==> src/rtl/serial_link_pkg.sv <==
// Shared definitions for the serial byte link (transmit shifter and receiver).
// Holds the receiver state encoding and the common frame width.
package serial_link_pkg;

  localparam int SER_WIDTH = 8;

  typedef enum logic [1:0] {
    IDLE = 2'd0,
    RECV = 2'd1,
    HOLD = 2'd2
  } rx_state_t;

endpackage : serial_link_pkg

==> src/rtl/shift_reg_rx.sv <==
// Right-shifting receive register: serial data enters at the MSB, so after
// WIDTH shifts the first bit received sits in bit 0 (LSB-first framing).
module shift_reg_rx #(
  parameter int WIDTH = 8
) (
  input  logic             clk,
  input  logic             srst,
  input  logic             clr,
  input  logic             shift_en,
  input  logic             serial_in,
  output logic [WIDTH-1:0] q
);

  logic [WIDTH-1:0] q_reg;
  logic [WIDTH-1:0] q_next;

  // Each bit takes its upper neighbour; the top bit takes the serial input.
  generate
    for (genvar gi = 0; gi < WIDTH - 1; gi++) begin : g_shift
      assign q_next[gi] = q_reg[gi+1];
    end
  endgenerate
  assign q_next[WIDTH-1] = serial_in;

  always_ff @(posedge clk) begin
    if (srst || clr) begin
      q_reg <= '0;
    end else if (shift_en) begin
      q_reg <= q_next;
    end
  end

  assign q = q_reg;

endmodule : shift_reg_rx

==> src/rtl/serial_rx_8.sv <==
// Serial byte receiver: assembles LSB-first bits qualified by Shift_En and
// hands the word to the consumer through a Valid/Ack handshake.
module serial_rx_8
  import serial_link_pkg::*;
#(
  parameter int WIDTH = SER_WIDTH,
  localparam int CNT_W = $clog2(WIDTH + 1)
) (
  input  logic             Clk,
  input  logic             Reset,
  input  logic             Start,
  input  logic             Shift_En,
  input  logic             Shift_In,
  input  logic             Ack,
  output logic [WIDTH-1:0] Data_Out,
  output logic             Valid,
  output logic             Busy,
  output logic [CNT_W-1:0] Bit_Count,
  output logic             Overrun
);

  rx_state_t        state_reg;
  logic [WIDTH-1:0] sr;
  logic             sr_clr;
  logic             sr_shift;
  logic             last_bit;
  logic             unused_lsb;

  // Bit 0 is still the cleared value when the final bit arrives, so the
  // completed word is formed from the upper bits plus the incoming bit.
  assign unused_lsb = sr[0];
  assign last_bit   = (Bit_Count == CNT_W'(WIDTH - 1));

  always_comb begin
    sr_clr   = 1'b0;
    sr_shift = 1'b0;
    case (state_reg)
      IDLE: sr_clr = Start;
      RECV: begin
        sr_clr   = Start;
        sr_shift = Shift_En && !Start;
      end
      HOLD: sr_clr = Start && Ack;
      default: sr_clr = 1'b0;
    endcase
  end

  shift_reg_rx #(
    .WIDTH(WIDTH)
  ) u_shift_reg (
    .clk      (Clk),
    .srst     (Reset),
    .clr      (sr_clr),
    .shift_en (sr_shift),
    .serial_in(Shift_In),
    .q        (sr)
  );

  always_ff @(posedge Clk) begin
    if (Reset) begin
      state_reg <= IDLE;
      Data_Out  <= '0;
      Valid     <= 1'b0;
      Busy      <= 1'b0;
      Bit_Count <= '0;
      Overrun   <= 1'b0;
    end else begin
      case (state_reg)
        IDLE: begin
          if (Start) begin
            state_reg <= RECV;
            Busy      <= 1'b1;
            Bit_Count <= '0;
          end
        end
        RECV: begin
          if (Start) begin
            Bit_Count <= '0;
          end else if (Shift_En) begin
            if (last_bit) begin
              Data_Out  <= {Shift_In, sr[WIDTH-1:1]};
              Valid     <= 1'b1;
              Busy      <= 1'b0;
              Bit_Count <= '0;
              state_reg <= HOLD;
            end else begin
              Bit_Count <= Bit_Count + CNT_W'(1);
            end
          end
        end
        HOLD: begin
          if (Ack) begin
            Valid <= 1'b0;
            if (Start) begin
              // Back-to-back frame: accept the word and start collecting at once.
              state_reg <= RECV;
              Busy      <= 1'b1;
              Bit_Count <= '0;
            end else begin
              state_reg <= IDLE;
            end
          end else if (Start) begin
            Overrun <= 1'b1;
          end
        end
        default: begin
          state_reg <= IDLE;
          Valid     <= 1'b0;
          Busy      <= 1'b0;
          Bit_Count <= '0;
        end
      endcase
    end
  end

endmodule : serial_rx_8
==> config.mk <==
export PLATFORM = sky130hd
export DESIGN_NAME = serial_rx_8
export DESIGN_NICKNAME = d
export VERILOG_FILES = /design/src/rtl/serial_link_pkg.sv /design/src/rtl/shift_reg_rx.sv /design/src/rtl/serial_rx_8.sv
export SDC_FILE = /design/constraint.sdc
export NUM_CORES = 1
export LEC_CHECK = 0
export ABC_CLOCK_PERIOD_IN_PS = 2200
export BUFFER_PORTS_ARGS = -buffer_cell sky130_fd_sc_hd__buf_2
export CAP_MARGIN = 20
export CORE_MARGIN = 2
export CORE_UTILIZATION = 45
export CTS_BUF_LIST = sky130_fd_sc_hd__clkbuf_2
export CTS_CLUSTER_SIZE = 8
export DETAILED_ROUTE_END_ITERATION = 10
export PLACE_DENSITY_LB_ADDON = 0.1
export SLEW_MARGIN = 25
export SYNTH_ARGS = -nofsm -noshare
export SYNTH_HDL_FRONTEND = slang
export SYNTH_SLANG_ARGS = --single-unit
==> constraint.sdc <==
create_clock -name Clk -period 2.2 [get_ports Clk]
set_input_delay 0 -clock Clk [delete_from_list [all_inputs] [get_ports Clk]]
set_output_delay 0 -clock Clk [all_outputs]
set_load 0.005 [all_outputs]
# == Yosys cells after proc, flatten, opt, wreduce, memory -nomap -nowiden ==
# Index checks and enable logic that the tools add are counted.
# op_classes
add_sub_neg,1
mul,0
div,0
n_lt_le_gt_ge,0
n_eq_ne,9
shift,0
n_mux,26
n_bitwise,3
n_reduce_logical,12
# ops
cell,n
$mux W4,5
$pmux W4 S3,1
$mux W1,11
$mux W2,5
$ne A2 B2 Y1 const B,5
$reduce_and A5 Y1,2
$reduce_and A4 Y1,2
$pmux W1 S3,2
$pmux W2 S3,1
$add A4 B1 Y4 const B,1
$eq A4 B3 Y1 const B,1
$ne A3 B3 Y1 const B,1
$not A1 Y1,3
$reduce_and A3 Y1,1
$eq A2 B1 Y1 const B,1
$eq A2 B2 Y1 const B,1
$logic_and A1 B1 Y1,2
$logic_not A2 Y1,1
$pmux W1 S2,1
$reduce_and A2 Y1,1
$reduce_or A2 Y1,1
$logic_not A1 Y1,1
$logic_or A1 B1 Y1,1
# word_totals
reg_bits,25
latch_bits,0
mem_bits_rw,0
rom_bits,0
in_bits,6
out_inout_bits,15
word_cells,58
memories,0

# == Logic depth before layout (Yosys ltp) ==
# depth
word_depth,5
mapped_depth,7
mapped_depth_nobuf,5

# == Hierarchy ==
# Synthesis repeated with hierarchy kept, for this count alone.
# hier_totals
hier_cells,108
area_unflattened_um2,1074.8
# by_module_without_submodules
module,n_inst,cells_each,area_each_um2,seq_area_each_um2
serial_rx_8,1,81,779.5,340.3
shift_reg_rx,1,27,295.3,160.2

# == Worst setup path before layout ==
# No wires, ideal clock.
# synth_path
path_type,register to register
from,register state_reg[0]
to,register Data_Out[0]
setup_ps,128
arrival_time_ps,1463
t_required_ps,2072
setup_slack_ps,610
stages_incl_launch_ff,7
n_path_buf,2
synth_period_minus_slack_ps,1590
path_cell_list,dfxtp_1 or3b_1 buf_2 nor3_1 buf_4 mux2i_1 nor2_1
# synth_via
elab_chain_len,2
# synth_rtl
item,line,text
from (decl),serial_rx_8.sv:22,rx_state_t state_reg;
from (signal assigned),serial_rx_8.sv:61,state_reg <= IDLE;
from (signal assigned),serial_rx_8.sv:71,state_reg <= RECV;
from (signal assigned),serial_rx_8.sv:85,state_reg <= HOLD;
$eq A2 B1 Y1,serial_rx_8.sv:68,case (state_reg)
$reduce_and A4 Y1 (no line),-,
to (signal assigned),serial_rx_8.sv:81,"Data_Out <= {Shift_In, sr[WIDTH-1:1]};"
to (decl),serial_rx_8.sv:15,"output logic [WIDTH-1:0] Data_Out,"
# No other way between the ends.
# A chain may end at the register's enable or synchronous reset.

# == Worst setup path after layout ==
# layout_path
from,register state_reg[1]
to,register Data_Out[3]
# Same word-level chain as after synthesis.

==> run_results.csv <==
group,metric,value,unit
sta,fin_worst_skew,0.00403,ns
floorplan,fp.dieH,50.7,um
clock_network,cts-resized-gates,0,
cells_and_area,layout-drive-gt1-share,20.0,%
place,pre_cts_slack,0.472,ns
route,postRouteAntennaNets,0,
hold_path,hold_path.class,"in2reg",
outcome,status,"finished, final reports clean",
logic_synthesis,yosysWarnings,0,
power_and_ir_drop,design_power_total,647,uW
sta,min_period,1.74,ns
sta,setup_tns,0,ns
route,drt-initial-drc-count,26,
floorplan,coreArea,2000,um2
critical_path,criticalPathCategory,"reg2reg",
sta,tightest_slew,0.408,ns
logic_synthesis,synth_common_cells,"dfxtp_1, nor2_1, mux2i_1",
power_and_ir_drop,p_leak,0.000444,uW
floorplan,die-area,2570,um2
logic_synthesis,netlist_top_cells_area,"dfxtp_1, mux2i_1, nor2_1, a21oi_1, nor3_1",
global_route,grt_pass1_vias,712,
place,gp_routability_congestion,0.725,
cells_and_area,multiInputGateArea,459,um2
global_route,antenna_found_initial,0,
floorplan,row_count,16,
clock_network,cts-root-buf,"clkbuf_2",
global_route,grt_max_degree,19,
floorplan,die_width,50.7,um
global_route,grt_use_total,15.9,%
sta,setup_viol,0,
sta,rsz0062_at_grt,"false",
power_and_ir_drop,vdd_drop_max,351,uV
logic_synthesis,ys_ff_latch,24,
sta,hold_viol_final,0,
sta,slew_violations,0,
logic_synthesis,syn_avg_cell_area,9.24,um2
run,maxCapViolCount,0,
sta,period_share,79.2,%
logic_synthesis,ys_seq_area_share,49.0,%
cells_and_area,area_growth_syn_to_layout,14.0,%
cells_and_area,antenna_cells,0,
sta,slew_headroom,72.6,%
clock_network,clkSinkCount,24,
power_and_ir_drop,p_per_area,579,nW/um2
logic_synthesis,ys_types,26,
cells_and_area,ff_latch_area,480,um2
global_route,overflow,0,
critical_path,critPathArrivalTime,1.97,ns
floorplan,io_pins,21,
critical_path,endpoint_kind,"flop",
logic_synthesis,syn_area,980,um2
cells_and_area,largest_reg_flops,8,
route,wl_per_cell,12.1,um
cells_and_area,fillCellCount,211,
route,wirelength,1.84,mm
route,drc_errors,0,
critical_path,crit_fanout,11,
route,via_count,793,
global_route,grt_first_pass_wirelength,3.09,mm
critical_path,r2r_setup_slack,0.46,ns
sta,max_freq,0.574,GHz
logic_synthesis,synth_top_flop_cell,"dfxtp_1",
route,vias_per_cell,5.22,
logic_synthesis,synthArstFlopShare,0,%
critical_path,cp_data_required_time,2.43,ns
logic_synthesis,yosysMostFrequentCell,"dfxtp_1",
sta,fin_ws,0.457,ns
logic_synthesis,syn-num-nets,113,
clock_network,cts.path.max_buffers,2,
floorplan,initial_core_util,48.9,%
clock_network,cts_tree,"done",
clock_network,cts_buffers,3,
logic_synthesis,synth_cells,106,
cells_and_area,finalNetCount,134,
place,portBuffers,20,
route,firstDrtPassIters,4,
sta,hold-worst-slack,0.0233,ns
clock_network,htreeDepth,1,
place,dp_hpwl,1.28,mm
clock_network,clock_latency,0.32,ns
logic_synthesis,synth-edff-count,0,
clock_network,clkTransAtPathRegs,0.21,ns
critical_path,startpoint_type,"flop",
logic_synthesis,synth.largest_area_cell,"dfxtp_1",
logic_synthesis,yosysTopAreaCellShare,49.0,%
[cell type report]
type / instances / share of cell area (%)
Multi-Input combinational cell: 73 / 41.1
Timing Repair Buffer: 22 / 10.5
Inverter: 3 / 1.01
Sequential cell: 24 / 43.0
Clock buffer: 3 / 1.34
Tap cell: 27 / 3.02
[stage by stage]
step | instances | util [%] | instance area, um2
finish | 152 | 55.8 | 1120
global route | 152 | 55.8 | 1120
CTS | 152 | 55.8 | 1120
detailed placement | 148 | 54.6 | 1090
global placement | 148 | 54.6 | 1090
floorplan | 106 | - | 980
[layout by cell type (no fill, tap or decap), types with 2 or more instances in the layout]
| cell | count |
|---|---|
| buf_2 | 20 |
| mux2i_1 | 15 |
| dfxtp_1 | 24 |
| o21ai_0 | 4 |
| a21oi_1 | 7 |
| nand3_1 | 2 |
| a31oi_1 | 2 |
| a211oi_1 | 2 |
| nor3_1 | 4 |
| nor2_1 | 22 |
| inv_1 | 3 |
| nand3b_1 | 2 |
| nand2_1 | 2 |
| clkbuf_2 | 3 |
[path summary, 6_finish.rpt]
path	end	depth (start not counted)	start
worst min-delay path	Overrun	3	Start
worst min register to register	Overrun	2	Overrun
worst max register to register	Data_Out[3]	5	state_reg[1]
worst max-delay path	Data_Out[3]	5	state_reg[1]
[layer usage]
| metal | track usage, % | vias to the layer above | share of wire, % |
|---|---|---|---|
| met5 | 0 | - | 0 |
| met4 | 6.76 | 0 | 0.60 |
| met3 | 3.57 | 2 | 5.2 |
| met2 | 27.2 | 22 | 49 |
| met1 | 19.1 | 365 | 45 |
| li1 | - | 404 | - |
[where the power goes]
| group | switching [uW] | internal (uW) |
|---|---|---|
| clock | 123 | 37.1 |
| sequential | 3.99 | 440 |
| combinational | 26.4 | 17.0 |
[kinds of logic after synthesis]
logic type | share of synthesized area [%]
buf+inv | 4.09
flops | 49.0
simple gates | 18.6
fa+ha+maj | 1.28
compound gates | 11.6
mux | 15.3
[worst max-delay path, stage by stage, from the launching register on]
cell and delay, ns:
dfxtp_1 0.45, or3b_1 0.49, nor3_1 0.22, buf_4 0.24
mux2i_1 0.20, nor2_1 0.06
[repair_timing]
item | CTS | global route
endpoints found under the hold margin | 2 | 0
setup buffers | 0 | 0
hold buffers | 1 | 0
Power figures use the tool's default switching activity.
